==> config.mk <==
export PLATFORM = sky130hd
export DESIGN_NAME = if_stage_flat
export DESIGN_NICKNAME = d
export VERILOG_FILES = /design/src/rtl/cpu_pkg.sv /design/src/rtl/if_stage_if.sv /design/src/rtl/pc_sel.sv /design/src/rtl/if_stage.sv /design/src/flat_wrapper.sv
export SDC_FILE = /design/constraint.sdc
export NUM_CORES = 1
export LEC_CHECK = 0
export BUFFER_PORTS_ARGS = -buffer_cell sky130_fd_sc_hd__buf_2
export CORE_MARGIN = 10
export CORE_UTILIZATION = 35
export DETAILED_ROUTE_END_ITERATION = 10
export SLEW_MARGIN = 20
export SYNTH_ARGS = -nofsm -noshare
export SYNTH_HDL_FRONTEND = slang
export SYNTH_HIERARCHICAL = 1
export SYNTH_SLANG_ARGS = --single-unit
==> constraint.sdc <==
create_clock -name clk -period 3.8 [get_ports clk]
set_clock_uncertainty 0.05 [all_clocks]
set_input_delay 0.38 -clock clk [delete_from_list [all_inputs] [get_ports clk]]
set_output_delay 0.38 -clock clk [all_outputs]
set_load 0.005 [all_outputs]
==> src/rtl/cpu_pkg.sv <==
// Shared CPU constants and the IF/ID pipeline-register payload.
package cpu_pkg;

    localparam int unsigned XLEN = 32;

    localparam logic [XLEN-1:0] NOP_INST         = 32'h0000_0013;
    localparam logic [XLEN-1:0] RESET_PC_DEFAULT = 32'h0000_0000;

    // Contents of the IF/ID pipeline register
    typedef struct packed {
        logic [XLEN-1:0] pc;
        logic [XLEN-1:0] inst;
        logic            valid;
        logic            misalign;
    } ifid_t;

    // A PC that is not word aligned is flagged for decode to trap on
    function automatic logic is_misaligned(input logic [XLEN-1:0] pc);
        return pc[1:0] != 2'b00;
    endfunction

endpackage

==> src/rtl/if_stage_if.sv <==
// Fetch-side bus: instruction memory port plus the IF/ID register outputs.
interface if_stage_if;
    import cpu_pkg::*;

    logic [XLEN-1:0] imem_addr;
    logic [XLEN-1:0] imem_rdata;
    logic [XLEN-1:0] IFID_pc;
    logic [XLEN-1:0] IFID_inst;
    logic            IFID_valid;
    logic            IFID_misalign;

    // Fetch stage drives the address and IF/ID, memory returns data
    modport master (
        output imem_addr,
        input  imem_rdata,
        output IFID_pc,
        output IFID_inst,
        output IFID_valid,
        output IFID_misalign
    );

    // Memory / decode side view
    modport slave (
        input  imem_addr,
        output imem_rdata,
        input  IFID_pc,
        input  IFID_inst,
        input  IFID_valid,
        input  IFID_misalign
    );

endinterface

==> src/rtl/pc_sel.sv <==
// Next-PC priority mux: trap, then branch, then stall hold, else sequential.
module pc_sel
    import cpu_pkg::*;
(
    input  logic            trap_taken_i,
    input  logic [XLEN-1:0] trap_target_i,
    input  logic            branch_taken_i,
    input  logic [XLEN-1:0] branch_target_i,
    input  logic            stall_i,
    input  logic [XLEN-1:0] pc_i,
    output logic [XLEN-1:0] next_pc_o
);

    // Redirects override the stall; sequential fetch wraps at 2^32
    always_comb begin
        next_pc_o = pc_i + XLEN'(4);
        if (trap_taken_i) begin
            next_pc_o = trap_target_i;
        end else if (branch_taken_i) begin
            next_pc_o = branch_target_i;
        end else if (stall_i) begin
            next_pc_o = pc_i;
        end
    end

endmodule

==> src/rtl/if_stage.sv <==
// Instruction-fetch stage: owns the fetch PC, drives imem, builds IF/ID.
module if_stage
    import cpu_pkg::XLEN;
    import cpu_pkg::ifid_t;
    import cpu_pkg::is_misaligned;
#(
    parameter logic [XLEN-1:0] RESET_PC = cpu_pkg::RESET_PC_DEFAULT,
    parameter logic [XLEN-1:0] NOP_INST = cpu_pkg::NOP_INST
) (
    input  logic              clk,
    input  logic              rst,
    input  logic              stall,
    input  logic              flush_IFID,
    input  logic              branch_taken,
    input  logic [XLEN-1:0]   branch_target,
    input  logic              trap_taken,
    input  logic [XLEN-1:0]   trap_target,
    if_stage_if.master        bus,
    output logic [XLEN-1:0]   PC_IF,
    output logic [XLEN-1:0]   fetch_count,
    output logic [XLEN-1:0]   bubble_count
);

    logic [XLEN-1:0] next_pc_c;
    logic            bubble_c;
    logic [XLEN-1:0] pc_q, pc_d;
    ifid_t           ifid_q, ifid_d;
    logic [XLEN-1:0] fetch_cnt_q, fetch_cnt_d;
    logic [XLEN-1:0] bubble_cnt_q, bubble_cnt_d;

    pc_sel u_pc_sel (
        .trap_taken_i    (trap_taken),
        .trap_target_i   (trap_target),
        .branch_taken_i  (branch_taken),
        .branch_target_i (branch_target),
        .stall_i         (stall),
        .pc_i            (pc_q),
        .next_pc_o       (next_pc_c)
    );

    // Memory reads next_pc so that its registered data is the word at PC_IF
    assign bus.imem_addr = rst ? RESET_PC : next_pc_c;

    assign bubble_c = trap_taken | branch_taken | flush_IFID;

    // Next-state for PC, IF/ID and counters; redirect/flush beats stall
    always_comb begin
        pc_d         = next_pc_c;
        ifid_d       = ifid_q;
        fetch_cnt_d  = fetch_cnt_q;
        bubble_cnt_d = bubble_cnt_q;
        if (bubble_c) begin
            ifid_d       = '{pc: pc_q, inst: NOP_INST, valid: 1'b0, misalign: 1'b0};
            bubble_cnt_d = bubble_cnt_q + XLEN'(1);
        end else if (!stall) begin
            ifid_d       = '{pc: pc_q, inst: bus.imem_rdata, valid: 1'b1,
                             misalign: is_misaligned(pc_q)};
            fetch_cnt_d  = fetch_cnt_q + XLEN'(1);
        end
    end

    // State registers with synchronous reset
    always_ff @(posedge clk) begin
        if (rst) begin
            pc_q         <= RESET_PC;
            ifid_q       <= '{pc: RESET_PC, inst: NOP_INST, valid: 1'b0, misalign: 1'b0};
            fetch_cnt_q  <= '0;
            bubble_cnt_q <= '0;
        end else begin
            pc_q         <= pc_d;
            ifid_q       <= ifid_d;
            fetch_cnt_q  <= fetch_cnt_d;
            bubble_cnt_q <= bubble_cnt_d;
        end
    end

    assign PC_IF             = pc_q;
    assign bus.IFID_pc       = ifid_q.pc;
    assign bus.IFID_inst     = ifid_q.inst;
    assign bus.IFID_valid    = ifid_q.valid;
    assign bus.IFID_misalign = ifid_q.misalign;
    assign fetch_count       = fetch_cnt_q;
    assign bubble_count      = bubble_cnt_q;

endmodule
==> src/flat_wrapper.sv <==
// flat-port wrapper written by rule: the top's interface ports become plain ports
module if_stage_flat import cpu_pkg::XLEN; import cpu_pkg::ifid_t; import cpu_pkg::is_misaligned;
#(
    parameter logic [XLEN-1:0] RESET_PC = cpu_pkg::RESET_PC_DEFAULT,
    parameter logic [XLEN-1:0] NOP_INST = cpu_pkg::NOP_INST
)
  (clk, rst, stall, flush_IFID, branch_taken, branch_target, trap_taken, trap_target, PC_IF, fetch_count, bubble_count, bus_imem_addr, bus_imem_rdata, bus_IFID_pc, bus_IFID_inst, bus_IFID_valid, bus_IFID_misalign);
  if_stage_if bus_i ();
  input  logic clk;
  input  logic rst;
  input  logic stall;
  input  logic flush_IFID;
  input  logic branch_taken;
  input  logic [XLEN-1:0] branch_target;
  input  logic trap_taken;
  input  logic [XLEN-1:0] trap_target;
  output logic [XLEN-1:0] PC_IF;
  output logic [XLEN-1:0] fetch_count;
  output logic [XLEN-1:0] bubble_count;
  output wire logic [$bits(bus_i.imem_addr)-1:0] bus_imem_addr;
  input wire logic [$bits(bus_i.imem_rdata)-1:0] bus_imem_rdata;
  output wire logic [$bits(bus_i.IFID_pc)-1:0] bus_IFID_pc;
  output wire logic [$bits(bus_i.IFID_inst)-1:0] bus_IFID_inst;
  output wire logic [$bits(bus_i.IFID_valid)-1:0] bus_IFID_valid;
  output wire logic [$bits(bus_i.IFID_misalign)-1:0] bus_IFID_misalign;
  assign bus_imem_addr = bus_i.imem_addr;
  assign bus_i.imem_rdata = bus_imem_rdata;
  assign bus_IFID_pc = bus_i.IFID_pc;
  assign bus_IFID_inst = bus_i.IFID_inst;
  assign bus_IFID_valid = bus_i.IFID_valid;
  assign bus_IFID_misalign = bus_i.IFID_misalign;
  if_stage #(.RESET_PC(RESET_PC), .NOP_INST(NOP_INST)) u_core (.clk(clk), .rst(rst), .stall(stall), .flush_IFID(flush_IFID), .branch_taken(branch_taken), .branch_target(branch_target), .trap_taken(trap_taken), .trap_target(trap_target), .bus(bus_i), .PC_IF(PC_IF), .fetch_count(fetch_count), .bubble_count(bubble_count));
endmodule
* Word-level counts from Yosys, hierarchy flattened
Cells that the tools add are included.
Storage, ports and cells: bits in registers 162, input port bits 102, output and inout port bits 194, logic and storage cells 24
Operators by class: add/sub/neg operators 3, equal/unequal tests 1, multiplexer cells 6, bitwise operators 4, reductions and logical operators 3
Operators by type and width (number):
- 2-to-1 mux 66 bit | 2
- 2-to-1 mux 32 bit | 4
- adder 32 x 1 -> 32 bit, second input constant | 2
- adder 32 x 3 -> 32 bit, second input constant | 1
- inequality test 2 x 1 -> 1 bit, second input constant | 1
- inverter 1 bit | 2
- OR 1 bit | 2
- AND reduction 2 bit | 1
- nonzero test 2 bit | 1
- OR reduction 2 bit | 1

* Logic depth before layout (Yosys ltp)
Gate-level depths: netlist (run 1).
word-level depth 5, depth in mapped cells 7

* Cells and area by module
The synthesis (run 1) kept the hierarchy.
By module, submodules not included:
- if_stage | times used 1, cells each 666, area an instance 6133.4 µm²
- pc_sel | times used 1, cells each 189, area an instance 1253.7 µm²

* Worst setup path after synthesis (run 1)
OpenSTA, ideal clock, no wires.
path type register -> output, from register u_core.pc_q[2] (netlist: u_core/PC_IF[2]), to output bus_imem_addr[30], data arrival time 1.909 ns, slack 1.461 ns, cell stages (with the launch flop) 8, path buffers 0, path through dfxtp_1 ha_1 nand4b_1 nor4_4 nand4_1 xor2_1 o221ai_1 nor2b_1
Between the ends: longest elaborated chain between the ends 5
RTL lines:
- from (decl) | line if_stage.sv:26 | logic [XLEN-1:0] pc_q, pc_d;
- from (signal assigned) | line if_stage.sv:70 | pc_q <= pc_d;
- adder 32 x 3 -> 32 bit | line pc_sel.sv:16 | next_pc_o = pc_i + XLEN'(4);
- 2-to-1 mux 32 bit | line pc_sel.sv:21 | end else if (stall_i) begin
- 2-to-1 mux 32 bit | line pc_sel.sv:19 | end else if (branch_taken_i) begin
- 2-to-1 mux 32 bit | line pc_sel.sv:17 | if (trap_taken_i) begin
- via u_core.next_pc_c[30] | line if_stage.sv:24 | logic [XLEN-1:0] next_pc_c;
- 2-to-1 mux 32 bit
- to (decl) | line flat_wrapper.sv:20 | output wire logic [$bits(bus_i.imem_addr)-1:0] bus_imem_addr;
The timed path passes the listed nets, and every way through them passes these cells.

* Final worst setup path (run 1)
from register u_core.pc_q[2] (netlist: u_core/PC_IF[2]), to output bus_imem_addr[26]
Same word-level chain as after synthesis.

==> impl_metrics.tcl, run 1 <==
set metrics [dict create \
    outcome "finished, final reports clean" \
    setup_tns_ns 0 \
    final_nets 1236 \
    chipHeight_um 165 \
    row_count 53 \
    worstSetupStartpointType "flip-flop" \
    tightestPinTransition_ns 0.971 \
    unrepaired_setup_endpoints_after_global_routing "no" \
    cp_slowest_cell "sky130_fd_sc_hd__nor4_4" \
    synth_cell_type_count 54 \
    critical_path.max_fanout 10 \
    critical-path-max-stage-delay_ns 0.68 \
    die_w_um 165 \
    layout.cells.most_common "sky130_fd_sc_hd__buf_2" \
    grt_start_max_net_pins 72 \
    min_path_type "in2reg" \
    initial_core_util_pct 35.4 \
    layoutNonFillerInstCount 1421 \
    ioPinCount 296 \
    simple_logic_cell_fraction_of_the_synthesized_area_pct 28.5 \
    drive_above_1_share_pct 31.6 \
    synth.top_cell.area_share_pct 43.9 \
    synth_flop_cell "sky130_fd_sc_hd__dfxtp_1" \
    cts_hold_buf 0 \
    vias 7036 \
    number_of_hold_violations_in_the_final_report 0 \
    coreArea_um2 20900 \
    combPwrFrac_pct 9.3 \
    numClockSinks 162 \
    clock_latency_on_the_worst_skew_pair_ns 0.42 \
    clockRootBuffer "sky130_fd_sc_hd__clkbuf_16" \
    yosys.area.top_type "sky130_fd_sc_hd__dfxtp_1" \
    max_freq_mhz 303 \
    max_cap_viol_count 0 \
    gp_congestion 0.921 \
    clock_buffer_count_from_cts 17 \
    synth_top_family_by_area "simple AND/OR/NAND/NOR gates" \
    layout-area-overhead-vs-synth_pct 30.8 \
    number_of_synthesized_flops_with_an_enable_pin 0 \
    synth.ff_latch_count 162 \
    cp_data_required_time_ns 3.37 \
    mux_cell_area_share_after_synthesis_pct 5.34 \
    clk_path_buf_depth 2 \
    part_of_the_total_power_dissipated_in_sequential_elements_pct 46.3 \
    post-cts-setup-buffer-count 0 \
    die-area_um2 27300 \
    drt_pre_antenna_iters 4 \
    crit_type "reg2out" \
    leakage_power_nw 4.28 \
    avgViaCountPerCell 4.95 \
    grt_overflow_total 0 \
    drt_drc_violations_left 0 \
    cts.htree.levels 4 \
    route.antenna.remaining_nets 0 \
    post_synth_main_area_contributors "sky130_fd_sc_hd__dfxtp_1, sky130_fd_sc_hd__nand2_1, sky130_fd_sc_hd__nor2_1" \
    worst_path_cell_chain "ha_1 > nand4b_1 > nor4_4 > nand3_1 > xor2_1 > o21ai_0 > nor2b_1 > buf_2" \
    dpl.hpwl_mm 19.3 \
    synth_sequential_area_ratio_pct 43.9 \
    timing.slew.headroom_pct 35.3 \
    sw_frac_of_total_pct 28.2 \
    first_global_vias 7039 \
    globalRouteTotalUtil_pct 18.0 \
    wl_mm 25.7 \
    crit_arrival_ns 2.87 \
    synthAdderAreaFrac_pct 0.508 \
    r2r.worst_path.cells 7 \
    mappedNetlistNets 960 \
    final-setup-viol-count 0 \
    layout.filler_cells 2142 \
    period_minus_slack_ns 3.30 \
    placed_cells 1387 \
    cts.reportedPaths.clkPinSlew_ns 0.08 \
    yosys_warnings 6 \
    synth-async-reset-ratio_pct 0 \
    worst_hold_path.num_cells 3 \
    timing.final.max_slew_violations 0 \
    post-route-period-util_pct 86.8 \
    synth-compound-area-share_pct 8.99 \
    avg_wl_per_cell_um 18.1 \
    postSynthAreaPerCell_um2 8.64 \
    grt_first_pass_wirelength_mm 39.3 \
    clockPowerShare_pct 44.3 \
    critical_path.endpoint_type "output pin" \
    post_syn_instances 855 \
    cts_resized 0 \
    commonest_cells_after_routing_fill_and_taps_aside "sky130_fd_sc_hd__buf_2, sky130_fd_sc_hd__dfxtp_1, sky130_fd_sc_hd__nand2_1, sky130_fd_sc_hd__nor2_1, sky130_fd_sc_hd__a21oi_1" \
    finish.utilization_pct 46.3 \
    power.switching_mw 1.10 \
    synth_area_um2 7390 \
    synth-xor-area-share_pct 9.25 \
    vdd_ir_drop_max_mv 0.238 \
    initialDrtViolationCount 415 \
    p_per_area_nw_per_um2 403 \
    antenna_found_initial 2 \
    cts_tree "yes" \
    p_int_mw 2.79 \
    numPortBuffers 295 \
]
[per-stage QoR]
stage | hold slack, ns | cell area [µm²] | setup slack (ns) | power [mW]
final | 0.128 | 9660 | 0.502 | 3.89
after global routing | 0.124 | 9660 | 0.223 | 4.06
after CTS | 0.108 | 9660 | 0.501 | 3.95
after detailed placement | 0.390 | 9060 | 0.957 | 2.21
after global placement | 0.385 | 9060 | 1.01 | 2.21
after floorplan | 0.397 | 7390 | 1.46 | 2.01
[state kept, by name (all words and copies together), names as in the netlist]
name and cells:
u_core/PC_IF 32, u_core/bubble_count 32, u_core/bus.IFID_inst 32, u_core/bus.IFID_misalign 1, u_core/bus.IFID_pc 32, u_core/bus.IFID_valid 1, u_core/fetch_count 32
[worst paths after layout]
check	startpoint	end	slack [ns]
worst max-delay path	u_core/PC_IF[2]	bus_imem_addr[26]	0.50
worst min-delay path	bus_imem_rdata[18]	u_core/bus.IFID_inst[18]	0.13
worst max register to register	u_core/PC_IF[2]	u_core/PC_IF[22]	1.36
worst min register to register	u_core/bus.IFID_pc[30]	u_core/bus.IFID_pc[30]	0.40
[power groups by stage]
stage / logic [mW] / registers, mW / clock network (mW)
after CTS: 0.369 / 1.80 / 1.78
after floorplan: 0.180 / 1.83 / 0
after global placement: 0.366 / 1.84 / 0
after global routing: 0.406 / 1.81 / 1.84
after detailed placement: 0.367 / 1.84 / 0
final: 0.364 / 1.80 / 1.73
[per-layer routing]
metal	routed length [µm]	track usage [%]	part of all wire (%)	up-vias
met2	11900	29.7	46	272
met3	2730	6.82	11	26
li1	-	-	-	3490
met4	365	5.23	1.4	2
met5	12	0	0.047	-
met1	10700	21.4	42	3246
[area by class of cell]
class                   count  area (µm²)  share of cell area [%]
flip-flops and latches    162        3240                    33.6
clock buffers              17         425                    4.40
diodes                      2        5.00                  0.0518
multi-input cells         632        3880                    40.2
inverters                  15        56.3                   0.583
clock inverters            15         169                    1.75
well taps                 275         344                    3.56
repair buffers            303        1540                    15.9
[cell families (layout without fill, tap and decap cells)]
logic type               Yosys count  count (layout)
other                              0               2
AND/OR/NAND/NOR                  398             398
multiplexers                      39              39
adder cells (fa/ha/maj)            3               3
buffers and inverters             61             350
XOR/XNOR                          78              78
AO/OA/AOI/OAI                    114             114
flip-flops                       162             162
[synth_stat cells (7+ instances only)]
master	n
sky130_fd_sc_hd__inv_1	15
sky130_fd_sc_hd__a22oi_1	11
sky130_fd_sc_hd__xor2_1	38
sky130_fd_sc_hd__mux2i_1	36
sky130_fd_sc_hd__and3_1	10
sky130_fd_sc_hd__o21ai_0	22
sky130_fd_sc_hd__xnor2_1	40
sky130_fd_sc_hd__nor3_1	13
sky130_fd_sc_hd__o22ai_1	8
sky130_fd_sc_hd__nor2b_1	41
sky130_fd_sc_hd__nand3_1	32
sky130_fd_sc_hd__and4_1	7
sky130_fd_sc_hd__dfxtp_1	162
sky130_fd_sc_hd__nand2_1	112
sky130_fd_sc_hd__nor4_1	11
sky130_fd_sc_hd__clkbuf_1	37
sky130_fd_sc_hd__nand4_1	28
sky130_fd_sc_hd__a21oi_1	56
sky130_fd_sc_hd__nor2_1	104
[worst max-delay path: cells and delay by family, from the launching register on]
| kind | cells | cell delay [ns] |
|---|---|---|
| AO/OA/AOI/OAI | 1 | 0.17 |
| flip-flops | 1 | 0.47 |
| AND/OR/NAND/NOR | 4 | 1.27 |
| buffers and inverters | 1 | 0.14 |
| XOR/XNOR | 1 | 0.18 |
| adder cells (fa/ha/maj) | 1 | 0.21 |
Power figures use the tool's default switching activity.
==> run 2, diff against run 1 <==
Settings changed: CORE_ASPECT_RATIO set to 0.75.
==> run 2 against run 1 <==
Routed wire length down 3.1%. Critical path depth unchanged. Sequential power hardly changed. Sequential cell count stayed put. Highest routed layer unchanged.
==> impl_metrics.tcl, run 2 (synthesized netlist as in run 1, its figures left out) <==
set metrics [dict create \
    outcome "finished, final reports clean" \
    critical-path-max-stage-delay_ns 0.67 \
    drive_above_1_share_pct 31.6 \
    placed_cells 1395 \
    post_route_setup_slack_ns 0.512 \
    cts_resized 0 \
    coreArea_um2 20500 \
    drt_drc_violations_left 0 \
    clock_buffer_count_from_cts 17 \
    clk_path_buf_depth 2 \
    grt_start_max_net_pins 79 \
    post_dp_cell_area_um2 9080 \
    number_of_hold_violations_in_the_final_report 0 \
    drt_pre_antenna_iters 5 \
    final-setup-viol-count 0 \
    post-cts-setup-buffer-count 0 \
    numPortBuffers 295 \
    cp_data_required_time_ns 3.37 \
    antenna_found_initial 1 \
    grt_overflow_total 0 \
    critical_path.endpoint_type "output pin" \
    layout-area-overhead-vs-synth_pct 30.8 \
    initial_core_util_pct 36.0 \
    wl_mm 24.9 \
    ioPinCount 296 \
    layoutNonFillerInstCount 1427 \
    route.met2.wl_mm 11.2 \
    crit_type "reg2out" \
    max_freq_mhz 304 \
    chipHeight_um 146 \
    globalRouteTotalUtil_pct 17.5 \
    dpl.hpwl_mm 18.9 \
    leakage_power_nw 4.28 \
    top_signal_layer_used "met5" \
    timing.final.max_slew_violations 0 \
    avg_wl_per_cell_um 17.5 \
    met3_length_mm 2.04 \
    r2r.worst_path.cells 7 \
    critical_path.max_fanout 10 \
    worst_min_delay_path_startpoint "bus_imem_rdata[24]" \
    holdPathEnd "u_core/bus.IFID_inst[24]" \
    period_minus_slack_ns 3.29 \
    cts.htree.levels 4 \
    cts_tree "yes" \
    route.antenna.remaining_nets 0 \
    finalInstanceArea_um2 9660 \
    worst_path_cell_chain "ha_1 > nand4b_1 > nor4_4 > nand3_1 > xor2_1 > o21ai_0 > nor2b_1 > buf_2" \
    die_w_um 188 \
    clock_latency_on_the_worst_skew_pair_ns 0.42 \
    layout.cells.most_common "sky130_fd_sc_hd__buf_2" \
    vias 7056 \
    post-route-period-util_pct 86.5 \
    path_buf_inv 1 \
    p_per_area_nw_per_um2 400 \
    commonest_cells_after_routing_fill_and_taps_aside "sky130_fd_sc_hd__buf_2, sky130_fd_sc_hd__dfxtp_1, sky130_fd_sc_hd__nand2_1, sky130_fd_sc_hd__nor2_1, sky130_fd_sc_hd__a21oi_1" \
    initialDrtViolationCount 469 \
    min_path_type "in2reg" \
    crit_arrival_ns 2.86 \
    vdd_ir_drop_max_mv 0.233 \
    timing.slew.headroom_pct 43.4 \
    worst_path_dominant_cell_family "simple AND/OR/NAND/NOR gates" \
    max_cap_viol_count 0 \
    gp_congestion 0.847 \
    antennaDiodeCount 0 \
    avgViaCountPerCell 4.94 \
    reg2reg_slack_ns 1.38 \
    grt_first_pass_wirelength_mm 39.1 \
    worst_flop_to_flop_path_endpoint "u_core/PC_IF[28]" \
    cp_slowest_cell "sky130_fd_sc_hd__nor4_4" \
    m1WireLength_mm 11.4 \
    tightestPinTransition_ns 0.849 \
    numClockSinks 162 \
    die-area_um2 27400 \
    worstSetupStartpointType "flip-flop" \
    clockRootBuffer "sky130_fd_sc_hd__clkbuf_16" \
    cts.reportedPaths.clkPinSlew_ns 0.08 \
    worst_hold_path.num_cells 3 \
    setup_tns_ns 0 \
    final_nets 1237 \
    row_count 45 \
    cts_hold_buf 0 \
    first_global_vias 6721 \
    timing.rr.start "u_core/PC_IF[2]" \
    unrepaired_setup_endpoints_after_global_routing "no" \
    pre_cts_setup_slack_ns 0.920 \
]
## run 2: cell types whose count changed in the layout (fill, tap and decap cells not counted), sizes merged
cell      change
clkinv        -3
inv           +2
diode         -2
clkinvlp      +1
buf           +1
## run 2: worst max-delay path by stage
stage / to / from / cells past startpoint
2_1_floorplan: bus_imem_addr[30] / u_core/PC_IF[2] / 7
3_3_place_gp: bus_imem_addr[30] / stall / 8
3_5_place_dp: u_core/fetch_count[31] / trap_taken / 6
4_1_cts: bus_imem_addr[28] / u_core/PC_IF[2] / 8
5_1_grt: bus_imem_addr[28] / u_core/PC_IF[3] / 8
6_report: bus_imem_addr[28] / u_core/PC_IF[2] / 8
## run 2: cell type report
class	instances	area, µm²
fill	2087	10800
multi-input combinational	632	3880
sequential	162	3240
timing repair buffer	304	1550
clock buffer	17	425
tap	282	353
clock inverter	15	158
inverter	15	56.3
## run 2: per-layer routing
metal	up-vias	GRT usage [%]
met4	2	3.95
met5	-	0
met2	255	26.8
met3	20	6.17
met1	3279	22.9
li1	3500	-
## run 2: worst min-delay path: cells and delay by family
family	cells	cell delay, ns
mux	1	0.05
buf+inv	1	0.08
simple gates	1	0.07
## run 2: per-stage QoR
step	utilization [%]	total power [mW]	hold WS, ns
2_1_floorplan	-	2.01	0.397
3_3_place_gp	44.3	2.20	0.384
3_5_place_dp	44.3	2.20	0.390
4_1_cts	47.1	3.91	0.109
5_1_grt	47.1	4.03	0.112
6_report	47.1	3.86	0.127
## run 2: report_power, final
| part | switching, mW | internal (mW) |
|---|---|---|
| sequential | 0.0578 | 1.74 |
| clock | 0.821 | 0.878 |
| combinational | 0.194 | 0.167 |
